`config.mk`:
```
export PLATFORM = sky130hd
export DESIGN_NAME = hwag_spi_cmd_ctrl_flat
export DESIGN_NICKNAME = d
export VERILOG_FILES = /design/src/rtl/hwag_spi_cmd_ctrl_if.sv /design/src/rtl/hwag_spi_cmd_ctrl.sv /design/src/flat_wrapper.sv
export SDC_FILE = /design/constraint.sdc
export NUM_CORES = 1
export LEC_CHECK = 0
export CAP_MARGIN = 20
export CORE_AREA = 2 2 130 132
export CTS_CLUSTER_SIZE = 25
export DETAILED_ROUTE_END_ITERATION = 10
export DIE_AREA = 0 0 132 134
export PLACE_DENSITY = 0.82
export SLEW_MARGIN = 15
export SYNTH_ARGS = -nofsm -noshare
export SYNTH_HDL_FRONTEND = slang
export SYNTH_SLANG_ARGS = --single-unit
```
`constraint.sdc`:
```
create_clock -name clk -period 3.1 [get_ports clk]
set_clock_uncertainty 0.05 [all_clocks]
set_input_delay 0.465 -clock clk [delete_from_list [all_inputs] [get_ports clk]]
set_output_delay 0.465 -clock clk [all_outputs]
set_load 0.02 [all_outputs]
```
`src/rtl/hwag_spi_cmd_ctrl_if.sv`:
```
// Signal bundle between the HWAG SPI command controller and its SPI slave / register file.
// master = the controller, slave = the surrounding logic that drives it.
interface hwag_spi_cmd_ctrl_if #(
    parameter int unsigned DATA_WIDTH = 32
);
    logic                  spi_ss;
    logic                  rx_strobe;
    logic [7:0]            rx_byte;
    logic [7:0]            crc_rx;
    logic                  tx_strobe;
    logic [7:0]            tx_byte;
    logic                  reg_wr_en;
    logic                  reg_rd_en;
    logic [7:0]            reg_addr;
    logic [DATA_WIDTH-1:0] reg_wdata;
    logic [DATA_WIDTH-1:0] reg_rdata;
    logic                  reg_rd_valid;
    logic                  frame_ok;
    logic [7:0]            crc_err_cnt;
    logic [7:0]            abort_cnt;

    modport master (
        input  spi_ss, rx_strobe, rx_byte, crc_rx, tx_strobe, reg_rdata, reg_rd_valid,
        output tx_byte, reg_wr_en, reg_rd_en, reg_addr, reg_wdata, frame_ok,
               crc_err_cnt, abort_cnt
    );

    modport slave (
        output spi_ss, rx_strobe, rx_byte, crc_rx, tx_strobe, reg_rdata, reg_rd_valid,
        input  tx_byte, reg_wr_en, reg_rd_en, reg_addr, reg_wdata, frame_ok,
               crc_err_cnt, abort_cnt
    );
endinterface

```
`src/rtl/hwag_spi_cmd_ctrl.sv`:
```
// Assembles 7-byte SPI command frames, checks the CRC, issues register writes/reads
// and serves a status/readback frame on the following SPI transaction.
module hwag_spi_cmd_ctrl #(
    parameter int unsigned DATA_WIDTH = 32,
    parameter int unsigned RD_TIMEOUT = 15
) (
    input  logic                clk,
    input  logic                rst,
    hwag_spi_cmd_ctrl_if.master bus
);

    localparam int unsigned WIRE_W   = 32;
    localparam int unsigned IDX_W    = 3;
    localparam int unsigned TO_W     = 4;
    localparam int unsigned LAST_IDX = 6;
    localparam logic [7:0]  CMD_WR   = 8'h01;
    localparam logic [7:0]  CMD_RD   = 8'h02;
    localparam logic [TO_W-1:0] TO_LOAD = TO_W'(RD_TIMEOUT);

    typedef enum logic [2:0] {
        ST_IDLE,
        ST_RECV,
        ST_EXEC,
        ST_RDWAIT,
        ST_DISCARD
    } state_t;

    state_t             state, state_nxt;
    logic [IDX_W-1:0]   rx_idx, rx_idx_nxt;
    logic [5:0][7:0]    rx_buf, rx_buf_nxt;
    logic               crc_ok, crc_ok_nxt;
    logic [IDX_W-1:0]   tx_idx, tx_idx_nxt;
    logic [7:0]         tx_byte, tx_byte_nxt;
    logic               reg_wr_en, reg_wr_en_nxt;
    logic               reg_rd_en, reg_rd_en_nxt;
    logic [7:0]         reg_addr, reg_addr_nxt;
    logic [WIRE_W-1:0]  reg_wdata, reg_wdata_nxt;
    logic               frame_ok, frame_ok_nxt;
    logic [7:0]         crc_err_cnt, crc_err_cnt_nxt;
    logic [7:0]         abort_cnt, abort_cnt_nxt;
    logic [7:0]         status, status_nxt;
    logic [7:0]         last_addr, last_addr_nxt;
    logic [WIRE_W-1:0]  tx_shadow, tx_shadow_nxt;
    logic [WIRE_W-1:0]  pend_shadow, pend_shadow_nxt;
    logic               pend_valid, pend_valid_nxt;
    logic               ovl_seen, ovl_seen_nxt;
    logic [TO_W-1:0]    to_cnt, to_cnt_nxt;
    logic               crc_err_inc, abort_inc, crc_match, last_rx;
    logic [7:0]         tx_mux;

    assign crc_match = (bus.rx_byte == bus.crc_rx);
    assign last_rx   = bus.rx_strobe && (rx_idx == IDX_W'(LAST_IDX));

    always_ff @(posedge clk) begin
        if (rst) begin
            state       <= ST_IDLE;
            rx_idx      <= '0;
            rx_buf      <= '0;
            crc_ok      <= 1'b0;
            tx_idx      <= '0;
            tx_byte     <= 8'h00;
            reg_wr_en   <= 1'b0;
            reg_rd_en   <= 1'b0;
            reg_addr    <= 8'h00;
            reg_wdata   <= '0;
            frame_ok    <= 1'b0;
            crc_err_cnt <= 8'h00;
            abort_cnt   <= 8'h00;
            status      <= 8'h00;
            last_addr   <= 8'h00;
            tx_shadow   <= '0;
            pend_shadow <= '0;
            pend_valid  <= 1'b0;
            ovl_seen    <= 1'b0;
            to_cnt      <= '0;
        end else begin
            state       <= state_nxt;
            rx_idx      <= rx_idx_nxt;
            rx_buf      <= rx_buf_nxt;
            crc_ok      <= crc_ok_nxt;
            tx_idx      <= tx_idx_nxt;
            tx_byte     <= tx_byte_nxt;
            reg_wr_en   <= reg_wr_en_nxt;
            reg_rd_en   <= reg_rd_en_nxt;
            reg_addr    <= reg_addr_nxt;
            reg_wdata   <= reg_wdata_nxt;
            frame_ok    <= frame_ok_nxt;
            crc_err_cnt <= crc_err_cnt_nxt;
            abort_cnt   <= abort_cnt_nxt;
            status      <= status_nxt;
            last_addr   <= last_addr_nxt;
            tx_shadow   <= tx_shadow_nxt;
            pend_shadow <= pend_shadow_nxt;
            pend_valid  <= pend_valid_nxt;
            ovl_seen    <= ovl_seen_nxt;
            to_cnt      <= to_cnt_nxt;
        end
    end

    always_comb begin
        state_nxt       = state;
        rx_idx_nxt      = rx_idx;
        rx_buf_nxt      = rx_buf;
        crc_ok_nxt      = crc_ok;
        tx_idx_nxt      = tx_idx;
        tx_byte_nxt     = tx_byte;
        reg_wr_en_nxt   = 1'b0;
        reg_rd_en_nxt   = 1'b0;
        reg_addr_nxt    = reg_addr;
        reg_wdata_nxt   = reg_wdata;
        frame_ok_nxt    = 1'b0;
        crc_err_cnt_nxt = crc_err_cnt;
        abort_cnt_nxt   = abort_cnt;
        status_nxt      = status;
        last_addr_nxt   = last_addr;
        tx_shadow_nxt   = tx_shadow;
        pend_shadow_nxt = pend_shadow;
        pend_valid_nxt  = pend_valid;
        ovl_seen_nxt    = ovl_seen;
        to_cnt_nxt      = to_cnt;
        crc_err_inc     = 1'b0;
        abort_inc       = 1'b0;
        tx_mux          = 8'h00;

        case (state)
            ST_IDLE: begin
                rx_idx_nxt   = '0;
                ovl_seen_nxt = 1'b0;
                // Readback data only reaches the tx shadow between transactions.
                if (bus.spi_ss && pend_valid) begin
                    tx_shadow_nxt  = pend_shadow;
                    pend_valid_nxt = 1'b0;
                end
                if (!bus.spi_ss) begin
                    state_nxt = ST_RECV;
                end
            end

            ST_RECV: begin
                // The CRC byte is accepted even if slave select rises with it.
                if (last_rx) begin
                    crc_ok_nxt    = crc_match;
                    reg_addr_nxt  = rx_buf[1];
                    reg_wdata_nxt = rx_buf[5:2];
                    reg_wr_en_nxt = crc_match && (rx_buf[0] == CMD_WR);
                    frame_ok_nxt  = crc_match && (rx_buf[0] == CMD_WR);
                    reg_rd_en_nxt = crc_match && (rx_buf[0] == CMD_RD);
                    state_nxt     = ST_EXEC;
                end else if (bus.spi_ss) begin
                    abort_inc     = 1'b1;
                    status_nxt[3] = 1'b1;
                    state_nxt     = ST_IDLE;
                end else if (bus.rx_strobe) begin
                    rx_buf_nxt[rx_idx] = bus.rx_byte;
                    rx_idx_nxt         = rx_idx + IDX_W'(1);
                end
            end

            ST_EXEC: begin
                state_nxt = ST_DISCARD;
                if (!crc_ok) begin
                    crc_err_inc       = 1'b1;
                    status_nxt[3:0]   = 4'b0000;
                end else if (rx_buf[0] == CMD_WR) begin
                    status_nxt        = {status[7:4] + 4'd1, 4'b0011};
                    last_addr_nxt     = reg_addr;
                end else if (rx_buf[0] == CMD_RD) begin
                    status_nxt[3:0]   = 4'b0011;
                    to_cnt_nxt        = TO_LOAD;
                    state_nxt         = ST_RDWAIT;
                end else begin
                    status_nxt[3:0]   = 4'b0001;
                end
            end

            ST_RDWAIT: begin
                if (bus.reg_rd_valid) begin
                    pend_shadow_nxt = WIRE_W'(bus.reg_rdata);
                    pend_valid_nxt  = 1'b1;
                    status_nxt[7:4] = status[7:4] + 4'd1;
                    status_nxt[2]   = 1'b1;
                    last_addr_nxt   = reg_addr;
                    frame_ok_nxt    = 1'b1;
                    state_nxt       = ST_DISCARD;
                end else if (to_cnt <= TO_W'(1)) begin
                    status_nxt[2]   = 1'b0;
                    status_nxt[3]   = 1'b1;
                    abort_inc       = 1'b1;
                    state_nxt       = ST_DISCARD;
                end else begin
                    to_cnt_nxt      = to_cnt - TO_W'(1);
                end
            end

            ST_DISCARD: begin
                // Overlong frame: count it once, otherwise ignore the extra bytes.
                if (bus.spi_ss) begin
                    state_nxt = ST_IDLE;
                end else if (bus.rx_strobe && !ovl_seen) begin
                    abort_inc    = 1'b1;
                    ovl_seen_nxt = 1'b1;
                end
            end

            default: begin
                state_nxt = ST_IDLE;
            end
        endcase

        if (crc_err_inc && (crc_err_cnt != 8'hFF)) begin
            crc_err_cnt_nxt = crc_err_cnt + 8'd1;
        end
        if (abort_inc && (abort_cnt != 8'hFF)) begin
            abort_cnt_nxt = abort_cnt + 8'd1;
        end

        // Tx index saturates at 7, where the mux returns padding zeros.
        if (bus.spi_ss) begin
            tx_idx_nxt = '0;
        end else if (bus.tx_strobe && (tx_idx != IDX_W'(7))) begin
            tx_idx_nxt = tx_idx + IDX_W'(1);
        end

        case (tx_idx_nxt)
            3'd0:    tx_mux = status;
            3'd1:    tx_mux = last_addr;
            3'd2:    tx_mux = tx_shadow[7:0];
            3'd3:    tx_mux = tx_shadow[15:8];
            3'd4:    tx_mux = tx_shadow[23:16];
            3'd5:    tx_mux = tx_shadow[31:24];
            default: tx_mux = 8'h00;
        endcase
        if (bus.spi_ss || bus.tx_strobe) begin
            tx_byte_nxt = tx_mux;
        end
    end

    assign bus.tx_byte     = tx_byte;
    assign bus.reg_wr_en   = reg_wr_en;
    assign bus.reg_rd_en   = reg_rd_en;
    assign bus.reg_addr    = reg_addr;
    assign bus.reg_wdata   = DATA_WIDTH'(reg_wdata);
    assign bus.frame_ok    = frame_ok;
    assign bus.crc_err_cnt = crc_err_cnt;
    assign bus.abort_cnt   = abort_cnt;

endmodule

```
`src/flat_wrapper.sv`:
```
// flat-port wrapper written by rule: the top's interface ports become plain ports
module hwag_spi_cmd_ctrl_flat 
#(
    parameter int unsigned DATA_WIDTH = 32,
    parameter int unsigned RD_TIMEOUT = 15
)
  (clk, rst, bus_spi_ss, bus_rx_strobe, bus_rx_byte, bus_crc_rx, bus_tx_strobe, bus_reg_rdata, bus_reg_rd_valid, bus_tx_byte, bus_reg_wr_en, bus_reg_rd_en, bus_reg_addr, bus_reg_wdata, bus_frame_ok, bus_crc_err_cnt, bus_abort_cnt);
  hwag_spi_cmd_ctrl_if #(.DATA_WIDTH(DATA_WIDTH)) bus_i ();
  input  logic clk;
  input  logic rst;
  input wire logic [$bits(bus_i.spi_ss)-1:0] bus_spi_ss;
  input wire logic [$bits(bus_i.rx_strobe)-1:0] bus_rx_strobe;
  input wire logic [$bits(bus_i.rx_byte)-1:0] bus_rx_byte;
  input wire logic [$bits(bus_i.crc_rx)-1:0] bus_crc_rx;
  input wire logic [$bits(bus_i.tx_strobe)-1:0] bus_tx_strobe;
  input wire logic [$bits(bus_i.reg_rdata)-1:0] bus_reg_rdata;
  input wire logic [$bits(bus_i.reg_rd_valid)-1:0] bus_reg_rd_valid;
  output wire logic [$bits(bus_i.tx_byte)-1:0] bus_tx_byte;
  output wire logic [$bits(bus_i.reg_wr_en)-1:0] bus_reg_wr_en;
  output wire logic [$bits(bus_i.reg_rd_en)-1:0] bus_reg_rd_en;
  output wire logic [$bits(bus_i.reg_addr)-1:0] bus_reg_addr;
  output wire logic [$bits(bus_i.reg_wdata)-1:0] bus_reg_wdata;
  output wire logic [$bits(bus_i.frame_ok)-1:0] bus_frame_ok;
  output wire logic [$bits(bus_i.crc_err_cnt)-1:0] bus_crc_err_cnt;
  output wire logic [$bits(bus_i.abort_cnt)-1:0] bus_abort_cnt;
  assign bus_i.spi_ss = bus_spi_ss;
  assign bus_i.rx_strobe = bus_rx_strobe;
  assign bus_i.rx_byte = bus_rx_byte;
  assign bus_i.crc_rx = bus_crc_rx;
  assign bus_i.tx_strobe = bus_tx_strobe;
  assign bus_i.reg_rdata = bus_reg_rdata;
  assign bus_i.reg_rd_valid = bus_reg_rd_valid;
  assign bus_tx_byte = bus_i.tx_byte;
  assign bus_reg_wr_en = bus_i.reg_wr_en;
  assign bus_reg_rd_en = bus_i.reg_rd_en;
  assign bus_reg_addr = bus_i.reg_addr;
  assign bus_reg_wdata = bus_i.reg_wdata;
  assign bus_frame_ok = bus_i.frame_ok;
  assign bus_crc_err_cnt = bus_i.crc_err_cnt;
  assign bus_abort_cnt = bus_i.abort_cnt;
  hwag_spi_cmd_ctrl #(.DATA_WIDTH(DATA_WIDTH), .RD_TIMEOUT(RD_TIMEOUT)) u_core (.clk(clk), .rst(rst), .bus(bus_i));
endmodule
```
==> flow_summary.json <==
{
  "hp-class": "in -> reg",
  "slew_violations": 0,
  "antenna_found_initial": 1,
  "comb_power_share_pct": 4.8,
  "cp_max_fo": 12,
  "setup.worst_path.end": "u_core.bus.tx_byte[1]",
  "yosysUniqueCellTypes": 61,
  "setup_viol": 0,
  "ctsHoldBuffers": 0,
  "track_usage_pct": 24.4,
  "r2r-start": "u_core.tx_idx[0]",
  "hpwlAfterDp_um": 14700,
  "die_y_um": 134,
  "critPathLaunch": "u_core.tx_idx[0]",
  "ant_nets": 0,
  "cp.arrival_ns": 3.00,
  "place.gp.congestion": 0.963,
  "status": "complete, no violations",
  "drive_gt1_share_pct": 8.11,
  "grt_pass1_vias": 7286,
  "vias": 7551,
  "dieArea_um2": 17700,
  "cts_resized": 0,
  "vias_per_cell": 5.62,
  "final_net_count": 1169,
  "synth_edf_count": 0,
  "grt_pass1_wl_um": 35800,
  "die_w_um": 132,
  "cts_buffers": 23,
  "cts_tree": "done",
  "worst-setup-path-type": "reg -> reg",
  "syn2layout_area_growth_pct": 25.3,
  "hold_violations": 0,
  "seq_area_frac_synth_pct": 49.0,
  "dr.pass1.iters": 5,
  "io_buffer_count": 120,
  "fin_area_um2": 10800,
  "yosysTopAreaCellShare_pct": 49.0,
  "postCtsSetupRepairBufs": 0,
  "syn_avg_cell_area_um2": 8.56,
  "synth_area_um2": 8620,
  "p_per_area_nw_per_um2": 537,
  "power.share.switching_pct": 21.8,
  "fmax_mhz": 376,
  "r2r_cells": 7,
  "wl_per_cell_um": 16.5,
  "internal_power_w": 0.00454,
  "n_fill_cell": 1334,
  "io_pins": 121,
  "max-slew-margin-rel_pct": 60.4,
  "synth_cells": 1008,
  "drc": 0,
  "wirelength_um": 22100,
  "critPathRequiredTime_ns": 3.44,
  "dominantRegCellSynth": "dfxtp_1",
  "yosys_warnings": 0,
  "synth_fp_nets": 1071,
  "worst_slew_pin_slew_ns": 0.589,
  "dpl_cell_area_um2": 10000,
  "critPathCaptureType": "register",
  "synth_area_leader_cell": "dfxtp_1",
  "fin_tns_setup_ns": 0,
  "core_um2": 16300,
  "period_minus_slack_ns": 2.66,
  "async_flop_share_pct": 0,
  "seq_power_share_pct": 47.1,
  "fin_crit_sh_pct": 85.8,
  "rows": 47,
  "drt_iter0_markers": 653,
  "clock-root-buffer": "clkbuf_16",
  "peakVddDrop_v": 0.000640,
  "cap_violations": 0,
  "register_area_um2": 4220,
  "clk_latency_ns": 0.51,
  "clock-sinks": 211,
  "multi_input_area_um2": 4070,
  "grt_max_degree": 68,
  "synth.area.top_cells": "dfxtp_1 49%, nand2_1 9.8%, mux2i_1 7.4%",
  "rr_endpoint": "u_core.bus.tx_byte[1]",
  "p_clk_share_pct": 48.1,
  "clk_pin_slew_worst_paths_ns": 0.06,
  "leakagePower_nw": 3.92,
  "start_util_pct": 52.9,
  "cts_max_path_buffers": 3,
  "start_kind": "register",
  "overflow": 0,
  "rrSetupSlack_ns": 0.44,
  "rsz0062_at_grt": "no",
  "ys_seq_elements": 211,
  "cts.htree.levels": 1,
  "power_switching_w": 0.00127
}
-- critical path, cell delays in order, from the launching register on --
cell and delay [ns]:
dfxtp_1 0.42, ha_1 0.25, ha_1 0.26, nor2b_1 0.41, o22ai_1 0.31, a32o_1 0.33
a211o_1 0.30, a32o_1 0.22
-- power by group through the flow --
stage / combinational, W / clock, W / sequential (W)
2_1_floorplan: 0.000144 / 0 / 0.00280
3_3_place_gp: 0.000271 / 0 / 0.00280
3_5_place_dp: 0.000272 / 0 / 0.00280
4_1_cts: 0.000275 / 0.00283 / 0.00274
5_1_grt: 0.000297 / 0.00294 / 0.00274
6_report: 0.000277 / 0.00279 / 0.00274
-- per-stage QoR --
| stage | cells | total power, W | hold WS (ns) | worst slack, ns | utilization (%) |
|---|---|---|---|---|---|
| floorplan | 1008 | 0.00294 | 0.381 | 0.699 | - |
| global placement | 1301 | 0.00307 | 0.389 | 0.468 | 61.5 |
| detailed placement | 1301 | 0.00307 | 0.392 | 0.449 | 61.5 |
| CTS | 1342 | 0.00584 | 0.303 | 0.457 | 66.3 |
| global route | 1342 | 0.00597 | 0.327 | 0.295 | 66.3 |
| finish | 1343 | 0.00581 | 0.316 | 0.439 | 66.4 |
-- synth_stat cells (all sizes together), types with 5 or more instances --
library cell	n
a21oi	121
ha	9
a211o	5
and3	14
nor2b	8
mux2	7
a31oi	8
a32o	7
nand2	225
dfxtp	211
xnor2	12
inv	10
mux2i	65
a211oi	6
clkbuf	69
o21ai	11
o31ai	5
nor2	91
nand4	9
nor3	12
nand3	14
nor3b	8
or3	7
xor2	8
a21o	6
nand2b	9
-- flip-flops by register name (all words and copies together) (netlist names), 3 cells and up --
signal,flops
u_core.rx_idx,3
u_core.bus.abort_cnt,8
u_core.tx_idx,3
u_core.state,3
u_core.bus.reg_wdata,32
u_core.last_addr,8
u_core.status,8
u_core.to_cnt,4
u_core.pend_shadow,32
u_core.rx_buf,48
u_core.bus.crc_err_cnt,8
u_core.bus.tx_byte,8
u_core.bus.reg_addr,8
u_core.tx_shadow,32
-- per-layer routing --
| layer | part of all wire [%] | track usage [%] | up-vias |
|---|---|---|---|
| li1 | - | - | 3639 |
| met1 | 43 | 31.5 | 3615 |
| met2 | 47 | 40.5 | 247 |
| met3 | 7.6 | 5.52 | 50 |
| met4 | 2.5 | 8.15 | 0 |
| met5 | 0 | 0 | - |
-- cell families (layout without fill, tap and decap cells) --
| logic type | Yosys count | after routing | share of synthesized area (%) |
|---|---|---|---|
| and+or+nand+nor | 420 | 420 | 21.8 |
| DFF | 211 | 211 | 49.0 |
| muxes | 72 | 72 | 8.50 |
| AOI/OAI and AO/OA | 192 | 192 | 13.6 |
| xor gates and xnor gates | 20 | 20 | 2.03 |
| other | 0 | 1 | 0 |
| buffers and inverters | 84 | 198 | 3.82 |
| adders and majority gates | 9 | 9 | 1.31 |
-- worst min-delay path by stage --
stage | slack (ns) | startpoint | endpoint | depth (start not counted)
after floorplan | 0.38 | u_core.rx_buf[16] | u_core.bus.reg_wdata[0] | 2
after global placement | 0.39 | u_core.rx_buf[22] | u_core.bus.reg_wdata[6] | 2
after detailed placement | 0.39 | u_core.rx_buf[38] | u_core.bus.reg_wdata[22] | 2
after CTS | 0.30 | rst | u_core.bus.abort_cnt[1] | 2
after global routing | 0.33 | rst | u_core.bus.abort_cnt[1] | 2
final | 0.32 | rst | u_core.bus.abort_cnt[1] | 2
-- cell type report --
type,count,area share (%)
Antenna cell,1,0.0232
Clock buffer,28,5.78
Clock inverter,13,1.46
Inverter,11,0.382
Multi-Input combinational cell,713,37.7
Sequential cell,211,39.1
Tap cell,220,2.55
Timing Repair Buffer,146,13.0
-- layout by cell type (no fill, tap or decap), types with 4 or more instances in the layout --
cell type	instances
o22ai_1	4
ha_1	9
nand2_1	225
a21o_1	6
o31ai_1	4
or3_1	7
a21oi_1	119
clkdlybuf4s50_1	119
nor2_1	89
a31oi_1	8
mux2_2	7
nor3b_1	8
inv_1	10
a211o_1	5
nand4_1	9
a32o_1	7
nor3_1	11
nand2b_1	9
xnor2_1	12
xor2_1	8
mux2i_1	64
dfxtp_1	211
nand3b_1	4
buf_4	25
clkbuf_16	23
a211oi_1	5
nor2b_1	8
clkinv_2	4
nor4bb_1	4
o21ai_0	11
clkinvlp_4	4
nand3_1	13
and3_1	14
No activity file was read; power rests on OpenSTA's default activity.
